===== src/rtl/rv_pulse_issue.sv =====
// rtl/rv_pulse_issue.sv - ready-valid to pulse-valid issue buffer with minimum pulse spacing II.
// Optional stall counter output enabled by defining RV_PULSE_ISSUE_STALL_CNT_EN.
module rv_pulse_issue #(
  parameter int W     = 32,
  parameter int DEPTH = 4,
  parameter int II    = 1
) (
  input  logic                         clk,
  input  logic                         reset,
  input  logic                         valid_i,
  output logic                         ready_i,
  input  logic [W-1:0]                 in,
  output logic                         valid_o,
  output logic [W-1:0]                 out,
  output logic [$clog2(DEPTH+1)-1:0]   count_o,
  output logic                         idle
`ifdef RV_PULSE_ISSUE_STALL_CNT_EN
  ,
  output logic [31:0]                  stall_cnt
`endif
);

  localparam int PW = $clog2(DEPTH);
  localparam int CW = $clog2(DEPTH + 1);
  localparam int GW = $clog2(II + 1);
  localparam logic [CW-1:0] FULL       = CW'(DEPTH);
  localparam logic [GW-1:0] GAP_RELOAD = GW'(II - 1);

  logic [W-1:0]  mem_q [DEPTH];
  logic [W-1:0]  mem_d [DEPTH];
  logic [PW-1:0] head_q, head_d;
  logic [PW-1:0] tail_q, tail_d;
  logic [CW-1:0] count_q, count_d;
  logic [GW-1:0] gap_q, gap_d;
  logic          valid_q, valid_d;
  logic [W-1:0]  out_q, out_d;
  logic          accept;
  logic          issue;

  // Ready looks only at registered occupancy: a same-cycle issue never opens a slot.
  assign ready_i = !reset && (count_q < FULL);
  assign accept  = valid_i && ready_i;
  assign issue   = (count_q != '0) && (gap_q == '0);

  always_comb begin
    mem_d   = mem_q;
    tail_d  = tail_q;
    head_d  = head_q;
    count_d = count_q;
    gap_d   = gap_q;
    valid_d = 1'b0;
    out_d   = out_q;

    if (accept) begin
      mem_d[tail_q] = in;
      tail_d        = tail_q + 1'b1;
    end

    if (issue) begin
      out_d   = mem_q[head_q];
      valid_d = 1'b1;
      head_d  = head_q + 1'b1;
      gap_d   = GAP_RELOAD;
    end else if (gap_q != '0) begin
      gap_d = gap_q - 1'b1;
    end

    case ({accept, issue})
      2'b10:   count_d = count_q + 1'b1;
      2'b01:   count_d = count_q - 1'b1;
      default: count_d = count_q;
    endcase
  end

  always_ff @(posedge clk or posedge reset) begin
    if (reset) begin
      head_q  <= '0;
      tail_q  <= '0;
      count_q <= '0;
      gap_q   <= '0;
      valid_q <= 1'b0;
      out_q   <= '0;
    end else begin
      head_q  <= head_d;
      tail_q  <= tail_d;
      count_q <= count_d;
      gap_q   <= gap_d;
      valid_q <= valid_d;
      out_q   <= out_d;
    end
  end

  // Payload storage needs no reset; occupancy alone decides what is valid.
  always_ff @(posedge clk) begin
    mem_q <= mem_d;
  end

  assign valid_o = valid_q;
  assign out     = out_q;
  assign count_o = count_q;
  assign idle    = (count_q == '0) && (gap_q == '0);

`ifdef RV_PULSE_ISSUE_STALL_CNT_EN
  logic [31:0] stall_q, stall_d;

  always_comb begin
    stall_d = stall_q;
    if (valid_i && !ready_i && !reset && (stall_q != 32'hFFFF_FFFF)) begin
      stall_d = stall_q + 32'd1;
    end
  end

  always_ff @(posedge clk or posedge reset) begin
    if (reset) begin
      stall_q <= '0;
    end else begin
      stall_q <= stall_d;
    end
  end

  assign stall_cnt = stall_q;
`endif

endmodule


===== config.mk =====
export PLATFORM = sky130hd
export DESIGN_NAME = rv_pulse_issue
export DESIGN_NICKNAME = d
export VERILOG_FILES = /design/src/rtl/rv_pulse_issue.sv
export SDC_FILE = /design/constraint.sdc
export NUM_CORES = 1
export LEC_CHECK = 0
export BUFFER_PORTS_ARGS = -buffer_cell sky130_fd_sc_hd__buf_2
export CELL_PAD_IN_SITES_DETAIL_PLACEMENT = 0
export CELL_PAD_IN_SITES_GLOBAL_PLACEMENT = 1
export CORE_MARGIN = 10
export CORE_UTILIZATION = 45
export CTS_CLUSTER_DIAMETER = 200
export DETAILED_ROUTE_END_ITERATION = 10
export PLACE_DENSITY = 0.73
export SLEW_MARGIN = 10
export SYNTH_ARGS = -nofsm -noshare
export SYNTH_HDL_FRONTEND = slang
export SYNTH_SLANG_ARGS = --single-unit

===== constraint.sdc =====
create_clock -name clk -period 2 [get_ports clk]
set_input_delay 0 -clock clk [delete_from_list [all_inputs] [get_ports clk]]
set_output_delay 0 -clock clk [all_outputs]
set_load 0.005 [all_outputs]

==> impl_metrics.py <==
metrics = {
    "synth": {
        "yosys-top-cells-area": "edfxtp_1 (60%), dfrtp_1 (16%), mux4_2 (9.8%)",
        "postSynthAreaPerCell_um2": 23.3,
        "synthSimpleGateAreaFrac_pct": 0.761,
        "synth-xor-area-share_pct": 0.820,
        "ys_ff_latch": 168,
        "synth_top_family_by_area": "multiplexers",
        "yosysTopAreaCell": "edfxtp_1",
        "synthCells": 275,
        "syn_area_mm2": 0.00641,
        "synth_compound_area_share_pct": 0,
        "synth_fa_ha_area_share_pct": 1.29,
        "ys_seq_area_share_pct": 75.6,
        "ys_top_cells_by_count": "edfxtp_1 (128), dfrtp_1 (40), mux2_4 (28), mux4_2 (28), inv_1 (8)",
        "synthDistinctLibCells": 22,
        "synth_flop_cell": "edfxtp_1",
        "yosysWarnings": 0,
        "synthMuxAreaShare_pct": 19.1,
        "synth_edf_count": 128,
        "synth_most_common_cell": "edfxtp_1",
        "synthArstFlopShare_pct": 23.8,
        "synth_top_area_share_pct": 59.9,
        "syn-num-nets": 316,
    },
    "setup_path": {
        "crit_start": "count_o[0]",
        "cp_slowest_cell": "or3_2",
        "path_cells": "or3_2 > ha_1 > inv_1 > fa_1 > xor2_1 > nor2_1 > xor2_1",
        "reg2reg_from": "count_o[0]",
        "critical_path_class": "reg2reg",
        "worst-path-max-fanout": 4,
        "cp-end-kind": "flip-flop",
        "required_ns": 2.30,
        "worst_path_most_repeated_cell": "xor2_1",
        "startpoint_type": "flip-flop",
        "max_stage_delay_ns": 0.51,
        "arrival_ns": 2.19,
    },
    "grt": {
        "grt_max_degree": 36,
        "grt_pass1_wl_um": 18500,
        "antenna_found_initial": 0,
        "grt_usage_pct": 12.5,
        "grt_pass1_vias": 3364,
        "grt-ovfl-total": 0,
    },
    "power": {
        "p_sw_share_pct": 25.1,
        "power_frac_seq_pct": 42.7,
        "clkPwrFrac_pct": 29.8,
        "p_int_mw": 8.41,
        "irDropWorstVdd_mv": 0.752,
        "p_leak_nw": 3.07,
        "power_density_mw_per_mm2": 1400,
        "comb_power_share_pct": 27.5,
        "p_switching_mw": 2.82,
    },
    "floorplanning": {
        "pin_count": 73,
        "core_area_mm2": 0.0139,
        "die_width_um": 139,
        "num_rows": 43,
        "initial_utilization_pct": 46.0,
        "die_y_um": 139,
        "die-area_mm2": 0.0194,
    },
    "sta": {
        "setup_viol": 0,
        "hold_viol": 0,
        "maxSlewViolCount": 0,
        "maxClockFrequency_mhz": 529,
        "maxSlewHeadroom_pct": 67.7,
        "worst_slew_pin_slew_ns": 0.484,
        "fin_crit_ns": 1.89,
        "fin_tns_setup_ns": 0,
        "skew_ns": 0.00753,
        "setup_ws_ns": 0.110,
        "fin_crit_sh_pct": 94.5,
        "grt_setup_unrepaired": "no",
    },
    "drt": {
        "first_pass_iters": 4,
        "drtIter0Drc": 155,
        "viasPerCell": 4.97,
        "drcViolationCount": 0,
        "antenna_left": 0,
        "wire_per_inst_um": 19.3,
        "vias": 2959,
        "wl_um": 11500,
    },
    "cts": {
        "cts_root_buf": "clkbuf_16",
        "cts_made_buffers": 17,
        "cts_tree": "done",
        "htree_levels": 4,
        "path_clk_slew_ns": 0.06,
        "cts_setup_buffers": 0,
        "insertion_delay_ns": 0.42,
        "clock_path_buffers": 2,
        "clock-sinks": 168,
    },
    "flow_run": {
        "cap_violations": 0,
    },
    "final_layout": {
        "fin_nets": 443,
        "fillerInstances": 1014,
        "area_growth_pct": 24.7,
        "multi_input_area_mm2": 0.00141,
        "num_antenna_cells": 0,
        "register_area_mm2": 0.00485,
        "drive_above_1_share_pct": 43.6,
        "fin_cells": 595,
    },
    "placed_design": {
        "dp_cells": 529,
        "port_buffers": 72,
        "place_ws_ns": 0.130,
        "gp_congestion": 0.712,
        "hpwlAfterDp_um": 7170,
    },
    "min_path": {
        "hold_path.class": "in2async",
    },
    "outcome": {
        "status": "complete, no violations",
    },
}
power by group through the flow:
stage	Clock, mW	Sequential, mW	Combinational (mW)
6_report	3.34	4.80	3.09
3_5_place_dp	0	4.87	3.13
5_1_grt	3.59	4.88	3.39
3_3_place_gp	0	4.85	3.06
4_1_cts	3.43	4.81	3.19
2_1_floorplan	0	4.75	2.33
per-stage QoR:
| step | power, mW | util [%] | area, um^2 | hold WS (ns) |
|---|---|---|---|---|
| CTS | 11.4 | 57.4 | 8000 | 0.174 |
| global placement | 7.91 | 50.5 | 7040 | 0.0695 |
| finish | 11.2 | 57.4 | 8000 | 0.173 |
| floorplan | 7.08 | - | 6410 | 0.0553 |
| detailed placement | 8.00 | 50.5 | 7040 | 0.0704 |
| global route | 11.9 | 57.4 | 8000 | 0.207 |
routing by layer:
metal	GRT usage (%)	up-vias	part of all wire, %
li1	-	1356	-
met3	4.05	15	4.2
met5	0	-	0
met1	14.3	1531	42
met2	21.0	57	52
met4	5.44	0	1.6
placed cells by master, fill, tap and decap left out:
cell type	count
and2_1	1
and3_2	4
buf_12	5
buf_2	72
buf_4	8
buf_6	1
bufinv_16	4
clkbuf_1	6
clkbuf_16	17
clkbuf_8	1
clkinv_2	2
clkinvlp_4	1
dfrtp_1	38
dfrtp_2	2
dlygate4sd3_1	34
edfxtp_1	128
fa_1	1
ha_1	5
inv_1	7
inv_2	1
inv_6	1
mux2_2	5
mux2_4	28
mux2i_1	1
mux4_1	4
mux4_2	28
nand2_1	1
nor2_1	2
or3_2	1
xnor2_1	4
xor2_1	2
state kept, by name, summed over array words and instances (netlist names):
register,count
mem_q,128
count_o,3
out,32
tail_q,2
head_q,2
valid_o,1
what timing repair did:
action | in CTS | in global routing
hold buffers | 34 | 0
endpoints found under the setup margin | 1 | 0
gates resized for setup | 1 | 0
hold endpoints to repair | 169 | 0
critical path: cells and delay by family (launching register included):
kind          cells  cell delay (ns)
fa+ha+maj         2             0.44
xor+xnor          2             0.29
buf+inv           1             0.08
flops             1             0.40
simple gates      2             0.57
worst paths after layout:
check | end | slack (ns) | cells past startpoint
max | count_o[2] | 0.11 | 7
min | out[14] | 0.17 | 4
max reg2reg | count_o[2] | 0.11 | 7
min reg2reg | out[30] | 0.50 | 1
max in group asynchronous | head_q[1] | 1.54 | 4
min in group clk | mem_q[109] | 0.32 | 2
cell type report:
type	instances	share of cell area, %
sequential	168	60.6
multi-input combinational	87	17.7
timing repair buffer	120	10.9
clock buffer	24	5.77
tap	180	2.82
clock inverter	8	1.83
inverter	8	0.376
logic make-up after synthesis:
logic type	after synthesis
adders and majority gates	6
muxes	66
xor gates and xnor gates	6
and+or+nand+nor	9
buffers and inverters	20
DFF	168
No activity file was read; power rests on OpenSTA's default activity.
